--- src/rtl/kernel_filter_pkg.sv ---
// -----------------------------------------------------------------------------
// kernel_filter_pkg
// Shared constants for the 3x3 convolution stage:
//   - beat-type (dtype) encoding used on the dtypei/dtypeo sideband
//   - tap count and centre-tap index of the packed kernel/coefficient buses
// Kernel and coefficient buses pack tap [r][c] at index (r*3+c); tap 4 is centre.
// -----------------------------------------------------------------------------
package kernel_filter_pkg;

   // Beat types. Frame-start and row-start beats carry a pixel (bit 0 set).
   localparam int                    DTYPE_WIDTH       = 4;
   localparam logic [DTYPE_WIDTH-1:0] DTYPE_PIXEL       = 4'b0001;
   localparam logic [DTYPE_WIDTH-1:0] DTYPE_FRAME_START = 4'b0011;
   localparam logic [DTYPE_WIDTH-1:0] DTYPE_ROW_START   = 4'b0101;
   localparam logic [DTYPE_WIDTH-1:0] DTYPE_HEADER      = 4'b1000;
   localparam logic [DTYPE_WIDTH-1:0] DTYPE_PIXEL_MASK  = 4'b0001;

   // Kernel geometry
   localparam int KF_TAPS   = 9;
   localparam int KF_CENTRE = 4;

endpackage

--- src/rtl/kernel_filter_tap.sv ---
// -----------------------------------------------------------------------------
// kernel_filter_tap
// One registered multiplier tap: prod_o = unsigned pixel * signed coefficient.
// Ports:
//   clk, resetb   clock, async active-low reset
//   pix_i         unsigned pixel
//   coef_i        signed two's-complement coefficient
//   prod_o        registered signed product (PIXEL_WIDTH+COEF_WIDTH+1 bits)
// -----------------------------------------------------------------------------
module kernel_filter_tap #(
   parameter int PIXEL_WIDTH = 10,
   parameter int COEF_WIDTH  = 8
) (
   input  logic                                          clk,
   input  logic                                          resetb,
   input  logic        [PIXEL_WIDTH-1:0]                 pix_i,
   input  logic signed [COEF_WIDTH-1:0]                  coef_i,
   output logic signed [PIXEL_WIDTH+COEF_WIDTH:0]        prod_o
);

   localparam int PROD_W = PIXEL_WIDTH + COEF_WIDTH + 1;

   logic signed [PROD_W-1:0] prod_d;

   // Pixel is zero-extended so it is never treated as negative.
   always_comb begin
      prod_d = PROD_W'($signed({1'b0, pix_i})) * PROD_W'(coef_i);
   end

   // Product register
   always_ff @(posedge clk or negedge resetb) begin
      if (!resetb) begin
         prod_o <= '0;
      end else begin
         prod_o <= prod_d;
      end
   end

endmodule

--- src/rtl/kernel_filter.sv ---
// -----------------------------------------------------------------------------
// kernel_filter
// Programmable 3x3 convolution with saturation; fixed 3-clock latency.
//   S1: nine registered pixel*coef products (kernel_filter_tap)
//   S2: three row sums
//   S3: total, optional round, arithmetic shift, clamp -> registered outputs
// Coefficients/shift are shadowed and reloaded only on a valid FRAME_START beat,
// which itself already uses the new set. Reset loads the identity set.
// Build option: define KERNEL_FILTER_ROUND_EN to add 1<<(shift-1) before the
// shift (round half up); otherwise the shift truncates (floor).
// Ports:
//   clk, resetb               clock, async active-low reset
//   dvi, dtypei, meta_datai   input beat valid / type / header word
//   kernel_datai              packed 3x3 pixel kernel, centre at tap 4
//   enable                    1 = filter, 0 = pass centre pixel
//   coefs, shift              signed coefficients and normalising shift
//   dvo, dtypeo, meta_datao   sideband delayed 3 clocks
//   datao                     filtered pixel, 0 on non-pixel beats
// -----------------------------------------------------------------------------
module kernel_filter
   import kernel_filter_pkg::*;
#(
   parameter int KERNEL_SIZE = 3,
   parameter int PIXEL_WIDTH = 10,
   parameter int DATA_WIDTH  = 16,
   parameter int COEF_WIDTH  = 8,
   parameter int SHIFT_WIDTH = 4
) (
   input  logic                               clk,
   input  logic                               resetb,
   input  logic                               dvi,
   input  logic [DTYPE_WIDTH-1:0]             dtypei,
   input  logic [KF_TAPS*PIXEL_WIDTH-1:0]     kernel_datai,
   input  logic [DATA_WIDTH-1:0]              meta_datai,
   input  logic                               enable,
   input  logic [KF_TAPS*COEF_WIDTH-1:0]      coefs,
   input  logic [SHIFT_WIDTH-1:0]             shift,
   output logic                               dvo,
   output logic [DTYPE_WIDTH-1:0]             dtypeo,
   output logic [DATA_WIDTH-1:0]              meta_datao,
   output logic [PIXEL_WIDTH-1:0]             datao
);

   localparam int PROD_W = PIXEL_WIDTH + COEF_WIDTH + 1;
   localparam int ROW_W  = PROD_W + 2;
   localparam int SUM_W  = PROD_W + 4;
   localparam int RND_W  = SUM_W + 1;   // headroom for the rounding bias
   localparam logic [KF_TAPS*COEF_WIDTH-1:0] COEF_IDENTITY =
      {{((KF_TAPS-1-KF_CENTRE)*COEF_WIDTH){1'b0}}, COEF_WIDTH'(1'b1), {(KF_CENTRE*COEF_WIDTH){1'b0}}};
   localparam logic signed [RND_W-1:0] PIX_MAX = RND_W'({PIXEL_WIDTH{1'b1}});

   if (KERNEL_SIZE != 3) begin : g_bad_kernel_size
      $error("kernel_filter: KERNEL_SIZE must be 3");
   end

   // Shadow coefficient set and the set applied to the current input beat
   logic [KF_TAPS*COEF_WIDTH-1:0] coef_shadow_q, coef_use_s;
   logic [SHIFT_WIDTH-1:0]        shift_shadow_q, shift_use_s;
   logic                          load_s;

   // Pipeline sideband; shift travels with its beat so a reload never
   // affects beats already in flight.
   logic                          s1_dv_q, s2_dv_q;
   logic [DTYPE_WIDTH-1:0]        s1_dtype_q, s2_dtype_q;
   logic [DATA_WIDTH-1:0]         s1_meta_q, s2_meta_q;
   logic                          s1_en_q, s2_en_q;
   logic                          s1_pix_q, s2_pix_q;
   logic [PIXEL_WIDTH-1:0]        s1_centre_q, s2_centre_q;
   logic [SHIFT_WIDTH-1:0]        s1_shift_q, s2_shift_q;

   logic signed [PROD_W-1:0]      prod_s [KF_TAPS];
   logic signed [ROW_W-1:0]       row_q  [3];
   logic signed [SUM_W-1:0]       sum_s;
   logic signed [RND_W-1:0]       rnd_s, shifted_s;
   logic [PIXEL_WIDTH-1:0]        filt_s, datao_d;

   assign load_s = dvi && (dtypei == DTYPE_FRAME_START);

   // Select the coefficient set for the beat entering S1
   always_comb begin
      if (load_s) begin
         coef_use_s  = coefs;
         shift_use_s = shift;
      end else begin
         coef_use_s  = coef_shadow_q;
         shift_use_s = shift_shadow_q;
      end
   end

   // Shadow coefficient registers
   always_ff @(posedge clk or negedge resetb) begin
      if (!resetb) begin
         coef_shadow_q  <= COEF_IDENTITY;
         shift_shadow_q <= '0;
      end else if (load_s) begin
         coef_shadow_q  <= coefs;
         shift_shadow_q <= shift;
      end else begin
         coef_shadow_q  <= coef_shadow_q;
         shift_shadow_q <= shift_shadow_q;
      end
   end

   for (genvar t = 0; t < KF_TAPS; t++) begin : g_tap
      kernel_filter_tap #(
         .PIXEL_WIDTH (PIXEL_WIDTH),
         .COEF_WIDTH  (COEF_WIDTH)
      ) u_tap (
         .clk    (clk),
         .resetb (resetb),
         .pix_i  (kernel_datai[t*PIXEL_WIDTH +: PIXEL_WIDTH]),
         .coef_i (coef_use_s[t*COEF_WIDTH +: COEF_WIDTH]),
         .prod_o (prod_s[t])
      );
   end

   // S1 sideband register
   always_ff @(posedge clk or negedge resetb) begin
      if (!resetb) begin
         s1_dv_q     <= 1'b0;
         s1_dtype_q  <= '0;
         s1_meta_q   <= '0;
         s1_en_q     <= 1'b0;
         s1_pix_q    <= 1'b0;
         s1_centre_q <= '0;
         s1_shift_q  <= '0;
      end else begin
         s1_dv_q     <= dvi;
         s1_dtype_q  <= dtypei;
         s1_meta_q   <= meta_datai;
         s1_en_q     <= enable;
         s1_pix_q    <= |(dtypei & DTYPE_PIXEL_MASK);
         s1_centre_q <= kernel_datai[KF_CENTRE*PIXEL_WIDTH +: PIXEL_WIDTH];
         s1_shift_q  <= shift_use_s;
      end
   end

   // S2 row sums and sideband register
   always_ff @(posedge clk or negedge resetb) begin
      if (!resetb) begin
         for (int r = 0; r < 3; r++) row_q[r] <= '0;
         s2_dv_q     <= 1'b0;
         s2_dtype_q  <= '0;
         s2_meta_q   <= '0;
         s2_en_q     <= 1'b0;
         s2_pix_q    <= 1'b0;
         s2_centre_q <= '0;
         s2_shift_q  <= '0;
      end else begin
         for (int r = 0; r < 3; r++) begin
            row_q[r] <= ROW_W'(prod_s[3*r]) + ROW_W'(prod_s[3*r+1]) + ROW_W'(prod_s[3*r+2]);
         end
         s2_dv_q     <= s1_dv_q;
         s2_dtype_q  <= s1_dtype_q;
         s2_meta_q   <= s1_meta_q;
         s2_en_q     <= s1_en_q;
         s2_pix_q    <= s1_pix_q;
         s2_centre_q <= s1_centre_q;
         s2_shift_q  <= s1_shift_q;
      end
   end

   // S3 total, round, arithmetic shift, clamp and output select
   always_comb begin
      sum_s = SUM_W'(row_q[0]) + SUM_W'(row_q[1]) + SUM_W'(row_q[2]);
`ifdef KERNEL_FILTER_ROUND_EN
      if (s2_shift_q != '0) begin
         rnd_s = RND_W'(sum_s) + (RND_W'(1'b1) << (s2_shift_q - SHIFT_WIDTH'(1'b1)));
      end else begin
         rnd_s = RND_W'(sum_s);
      end
`else
      rnd_s = RND_W'(sum_s);
`endif
      shifted_s = rnd_s >>> s2_shift_q;
      if (shifted_s[RND_W-1]) begin
         filt_s = '0;
      end else if (shifted_s > PIX_MAX) begin
         filt_s = {PIXEL_WIDTH{1'b1}};
      end else begin
         filt_s = shifted_s[PIXEL_WIDTH-1:0];
      end
      if (s2_dv_q && s2_pix_q) begin
         datao_d = s2_en_q ? filt_s : s2_centre_q;
      end else begin
         datao_d = '0;
      end
   end

   // Output register
   always_ff @(posedge clk or negedge resetb) begin
      if (!resetb) begin
         dvo        <= 1'b0;
         dtypeo     <= '0;
         meta_datao <= '0;
         datao      <= '0;
      end else begin
         dvo        <= s2_dv_q;
         dtypeo     <= s2_dtype_q;
         meta_datao <= s2_meta_q;
         datao      <= datao_d;
      end
   end

endmodule

--- config.mk ---
export PLATFORM = sky130hd
export DESIGN_NAME = kernel_filter
export DESIGN_NICKNAME = d
export VERILOG_FILES = /design/src/rtl/kernel_filter_pkg.sv /design/src/rtl/kernel_filter_tap.sv /design/src/rtl/kernel_filter.sv
export SDC_FILE = /design/constraint.sdc
export NUM_CORES = 2
export LEC_CHECK = 0
export ABC_AREA = 1
export CAP_MARGIN = 30
export CORE_AREA = 2 2 289 291
export DETAILED_ROUTE_END_ITERATION = 6
export DIE_AREA = 0 0 291 293
export PLACE_DENSITY = 0.68
export SLEW_MARGIN = 20
export SYNTH_ARGS = -nofsm -noshare
export SYNTH_HDL_FRONTEND = slang
export SYNTH_SLANG_ARGS = --single-unit
--- constraint.sdc ---
create_clock -name clk -period 9.25 [get_ports clk]
set_input_delay 1.3875 -clock clk [delete_from_list [all_inputs] [get_ports clk]]
set_output_delay 1.3875 -clock clk [all_outputs]
set_load 0.005 [all_outputs]
# Word-level counts from Yosys, hierarchy flattened
# Index checks and enable logic that the tools add are counted.
dict set report word_totals {
  reg_bits 411
  latch_bits 0
  ram_bits 0
  mem_bits_ro 0
  in_bits 190
  out_inout_bits 31
  word_cells 58
  mem_count 0
}
dict set report op_classes {
  n_addsub 8
  n_mul 9
  div 0
  magnitude_cmp 1
  n_eq_ne 1
  shift 1
  muxes 5
  n_bitwise 0
  reduce_logical 2
}
# cell n
set op_table {}
lappend op_table {{$mul 11x8->19} 9}
lappend op_table {{$mux 72} 1}
lappend op_table {{$add 20x19->21} 3}
lappend op_table {{$add 19x19->20} 3}
lappend op_table {{$mux 10} 4}
lappend op_table {{$gt 24x11->1 const B} 1}
lappend op_table {{$sshr 23x4->24} 1}
lappend op_table {{$add 22x21->23} 1}
lappend op_table {{$add 21x21->22} 1}
lappend op_table {{$eq 4x2->1 const B} 1}
lappend op_table {{$logic_and 1x1->1} 2}

# Depth between registers and ports, before layout
dict set report depth {
  depth_word 8
  ltp_mapped 34
  ltp_nobuf 32
}

# Hierarchy
# From an unflattened synthesis, not the netlist that was laid out.
dict set report hier_totals {
  hier_cells 5769
  area_unflattened_um2 45856.5
}
# mod n_inst cells_per_inst area_per_inst_um2 seq_area_each_um2
set modules_own_cells {}
lappend modules_own_cells {kernel_filter 1 1411 13845.8 5957.0}
lappend modules_own_cells {{kernel_filter_tap (g_tap[1].u_tap ...)} 3 484 3577.2 475.5}
lappend modules_own_cells {{kernel_filter_tap (g_tap[5].u_tap ...)} 3 484 3548.4 475.5}
lappend modules_own_cells {{kernel_filter_tap (g_tap[0].u_tap)} 1 486 3559.7 475.5}
lappend modules_own_cells {{kernel_filter_tap (g_tap[4].u_tap)} 1 484 3538.4 475.5}
lappend modules_own_cells {{kernel_filter_tap (g_tap[8].u_tap)} 1 484 3535.9 475.5}

# Least setup slack after synthesis
# No wires, ideal clock.
dict set report synth_timing {
  kind {input -> register}
  startpoint {input dtypei[0]}
  endpoint {register g_tap[8].u_tap.prod_o[16]}
  setup_ns 0.079
  t_arrival_ns 6.520
  required_ns 9.171
  path_slack_ns 2.650
  path_stages 32
  n_path_buf 2
  cell_sequence {nand2_1 nor2_1 nand3_1 inv_1 clkbuf_1 clkbuf_1 or2_2 o21ai_1 inv_1 nand2_1 fa_1 fa_1 inv_1 fa_1 inv_1 fa_1 inv_1 ha_1 a21oi_1 o21ai_0 a21oi_1 o21ai_0 nand2_1 nand2_1 a21oi_1 nor2_1 o21ai_0 nand2_1 nand2_1 nand2_1 a21oi_1 xor2_1}
}
dict set report synth_via {
  elab_chain_len 4
}
# item line_no
set synth_rtl {}
lappend synth_rtl {{from (decl)} kernel_filter.sv:32} ;# input logic [DTYPE_WIDTH-1:0] dtypei,
lappend synth_rtl {{$eq 4x2->1} kernel_filter.sv:77} ;# assign load_s = dvi && (dtypei == DTYPE_FRAME_START);
lappend synth_rtl {{$logic_and 1x1->1} kernel_filter.sv:77}
lappend synth_rtl {{$mux 72} --}
lappend synth_rtl {{net coef_use_s[64]} kernel_filter.sv:57} ;# logic [KF_TAPS*COEF_WIDTH-1:0] coef_shadow_q, coef_use_s;
lappend synth_rtl {{$mul 11x8->19} kernel_filter_tap.sv:27} ;# prod_d = PROD_W'($signed({1'b0, pix_i})) * PROD_W'(coef_i);
lappend synth_rtl {{net g_tap[8].u_tap.prod_d[16]} kernel_filter_tap.sv:23} ;# logic signed [PROD_W-1:0] prod_d;
lappend synth_rtl {{to (signal assigned)} kernel_filter_tap.sv:35} ;# prod_o <= prod_d;
lappend synth_rtl {{to (decl)} kernel_filter_tap.sv:18} ;# output logic signed [PIXEL_WIDTH+COEF_WIDTH:0] prod_o
# The timed path passes the listed nets, and every way through them passes these cells.
# A chain may end at the register's enable or synchronous reset.

# Worst setup path after layout
dict set report layout_timing {
  startpoint {input dvi}
  endpoint {register g_tap[6].u_tap.prod_o[16]}
}
dict set report layout_via {
  elab_chain_len 3
}
# item line_no
set layout_rtl {}
lappend layout_rtl {{from (decl)} kernel_filter.sv:31} ;# input logic dvi,
lappend layout_rtl {{$logic_and 1x1->1} kernel_filter.sv:77}
lappend layout_rtl {{$mux 72} --}
lappend layout_rtl {{net coef_use_s[55]} kernel_filter.sv:57}
lappend layout_rtl {{$mul 11x8->19} kernel_filter_tap.sv:27}
lappend layout_rtl {{net g_tap[6].u_tap.prod_d[16]} kernel_filter_tap.sv:23}
lappend layout_rtl {{to (signal assigned)} kernel_filter_tap.sv:35}
lappend layout_rtl {{to (decl)} kernel_filter_tap.sv:18}
# The timed path passes the listed nets, and every way through them passes these cells.

==> key figures <==
Timing
  • Final hold viol count: 0
  • Max Clock Skew: between 0.02 and 0.03 ns
  • RSZ-0062 raised after global routing: no
  • Setup tns final: 0 ns
  • Fin. max-slew vios: 0
  • Crit path time final: roughly 7.6 ns
  • Rel. slew slack: between 40% and 50%
  • Worst-Margin Slew: between 0.8 and 0.9 ns
  • Max frequency: approximately 0.13 GHz
  • Setup violators final: 0
  • Crit share post-route: just over 80%

Outcome
  • Outcome: completed

Logic synthesis
  • Synth Net Count: roughly 5,800
  • Post-synth ARST share: 100%
  • Yosys warnings: 0
  • Synth Cell Area: 40,900 um^2
  • Yosys cell types: 49
  • Syn Inst Count: approximately 4,500
  • Register area share after synthesis: roughly a quarter
  • Avg Inst Size Synth: 9.00 um^2
  • #FFs+latches synth: approximately 410
  • Top FF cell, synth: dfrtp_1
  • Post-synth EDFFs: 0

CTS
  • Reg clk slew, reported paths: around 0.060 ns
  • Num CTS Buffers: 50
  • CTS Hold Bufs: 0
  • Clk sinks: ~410
  • TritonCTS clock tree: done
  • CTS H-tree depth: 2
  • Root Buffer: clkbuf_16
  • Post-CTS Setup Repair Bufs: 0
  • CTS-repair resized insts: 0
  • Bufs on Longest Clock Path: 3
  • Clock latency on the worst-skew pair: about 0.61 ns

Drt
  • Detailed Routing Iterations Pass 1: 5
  • Via density: between 5 and 6
  • Residual DRC: 0
  • DRT iter0 DRCs: 1,706
  • DRT antenna net count: 0
  • Via count: between 20,000 and 30,000
  • Post-Route WL: 95,300 um
  • Drt wl/cell: approximately 16 um

Finish
  • Multi-input logic area: between 20,000 and 30,000 um^2
  • Most common cell after layout, fill and taps aside: inv_1
  • # nets final: between 6,000 and 7,000
  • Diode count: 0
  • Commonest cells after routing, fill and taps aside: inv_1 (1,008), nand2_1 (685), fa_1 (523)
  • Layout filler cell count: 7,253
  • Share of layout cells above drive strength 1: approximately 4.7%
  • Register area: 10,200 um^2
  • P&R area growth vs syn: 12.9%

Floorplan
  • FP Rows: ~110
  • Die H: about 290 um
  • Ports: between 200 and 250
  • DIE WIDTH: approximately 290 um
  • Die area: 85,300 um^2
  • Initial Util: between 40 and 50%
  • Core area: 81,800 um^2

Worst setup path
  • Buf/Inv on CP: 7
  • Worst EP arrival: 8.13 ns
  • Critical path launch point type: input pin
  • Critical path peak fanout: 45
  • Crit Path Class: input pin to flip-flop
  • Critical Path RT: between 9 and 10 ns
  • CP peak stage delay: approximately 0.52 ns
  • Worst reg-to-reg setup slack: 3.51 ns
  • CP delay by family, top: adder cells
  • CP endpoint kind: flip-flop
  • Critical path's slowest cell: fa_1

Place
  • Post-DP HPWL: roughly 79,000 um
  • RD Place Congestion: 0.936
  • Port bufs: 220

Global route
  • First-pass GRT wire length: approximately 160,000 um
  • Tot GR Track Use: between 20% and 30%
  • Antenna violations before repair: 1
  • Largest net degree at the start of global routing: 140
  • Vias in the first global route: 31,200
  • Total grt overflow: 0

Min path
  • HP Class: flip-flop to flip-flop

Flow run
  • Max Cap Violations: 0
metal layers:
metal / part of all wire (%) / global-route usage [%]
met3: 5.0 / 2.81
met2: 48 / 39.7
met5: 0 / 0
met1: 44 / 32.1
met4: 2.7 / 6.38
synth_stat cells (3+ instances only):
cell type  count  area [um^2]
clkbuf_1      21         78.8
a21boi_0       6         45.0
inv_2          9         33.8
nand4_1       13         81.3
xor2_1       138         1210
dfrtp_1      408        10200
o31ai_1        8         60.1
nand2_2       17          106
nand2_1      685         2570
and2_1         5         31.3
mux2i_1        3         30.0
nor2_2         8         50.1
o21bai_1      20          150
inv_1       1009         3790
buf_2          6         30.0
nor3_1        11         55.1
o211ai_1       7         52.6
nand3_2        9         90.1
fa_1         523        10500
nand3b_1       6         45.0
a21o_1        10         75.1
a31oi_1        6         37.5
nand3_1      119          596
a211oi_1       3         22.5
nor2_1       482         1810
o221ai_1       5         43.8
or2_2         73          457
o21ai_0       81          405
a21oi_1      201         1010
o21ai_1       61          305
clkinv_1      25         93.8
ha_1         501         6270
xnor2_1       44          385
kinds of logic after synthesis:
group	share of synthesized area [%]
compound gates	5.50
flops	25.0
xor+xnor	3.90
simple gates	14.7
fa+ha+maj	40.9
buf+inv	9.88
mux	0.0734
layout make-up:
class,count,share of cell area (%)
Multi-Input combinational cell,3062,57.7
Sequential cell,409,22.2
Inverter,1043,8.48
Timing Repair Buffer,230,5.05
Clock buffer,61,2.97
Tap cell,1070,2.90
Clock inverter,29,0.772
flip-flops by register name, indices dropped and copies added (netlist names):
signal,count
coef_shadow_q,72
datao,10
dvo,1
row_q,63
g_tap.u_tap.prod_o,171
s1_shift_q,4
s2_en_q,1
dtypeo,4
s1_en_q,1
s2_shift_q,4
meta_datao,16
s1_centre_q,10
s1_dtype_q,4
s2_meta_q,16
s1_dv_q,1
s1_meta_q,16
s2_dtype_q,4
s2_dv_q,1
s2_centre_q,10
final timing paths:
| check | startpoint | to | depth (start not counted) |
|---|---|---|---|
| max | dvi | g_tap[6].u_tap.prod_o[16] | 30 |
| min | s1_centre_q[0] | s2_centre_q[0] | 0 |
| max reg2reg | coef_shadow_q[71] | g_tap[8].u_tap.prod_o[16] | 25 |
| min reg2reg | s1_centre_q[0] | s2_centre_q[0] | 0 |
| max in group asynchronous | resetb | s2_meta_q[0] | 3 |
| min in group asynchronous | resetb | coef_shadow_q[64] | 1 |
worst reg2reg max path, stage by stage (launching register included):
cell and delay [ns]:
dfrtp_1 0.35, o21ai_0 0.61, clkinv_1 0.51, nand2_1 0.19, fa_1 0.44, fa_1 0.49
inv_1 0.05, fa_1 0.47, inv_1 0.05, fa_1 0.47, inv_1 0.04, ha_1 0.32
a21oi_1 0.13, o21ai_0 0.14, a21oi_1 0.14, o21ai_0 0.16, nand2_1 0.10, nand2_1 0.05
a21oi_1 0.22, nor2_1 0.06, o21ai_0 0.15, nand2_1 0.10, nand2_1 0.08, nand2_1 0.05
a21oi_1 0.14, xor2_1 0.15
metrics by stage:
step	cells	hold slack [ns]	utilization (%)	setup WS, ns	area, um^2
3_3_place_gp	5812	0.332	54.3	1.23	44400
3_5_place_dp	5813	0.335	54.3	1.07	44400
5_1_grt	5904	0.351	56.4	1.20	46200
2_1_floorplan	4544	0.331	-	2.65	40900
4_1_cts	5903	0.346	56.4	1.74	46200
6_report	5904	0.343	56.4	1.64	46200
Power is left out: the tool's default activity adds up to more than one toggle a clock period on the data nets, which glitch-free logic cannot reach.
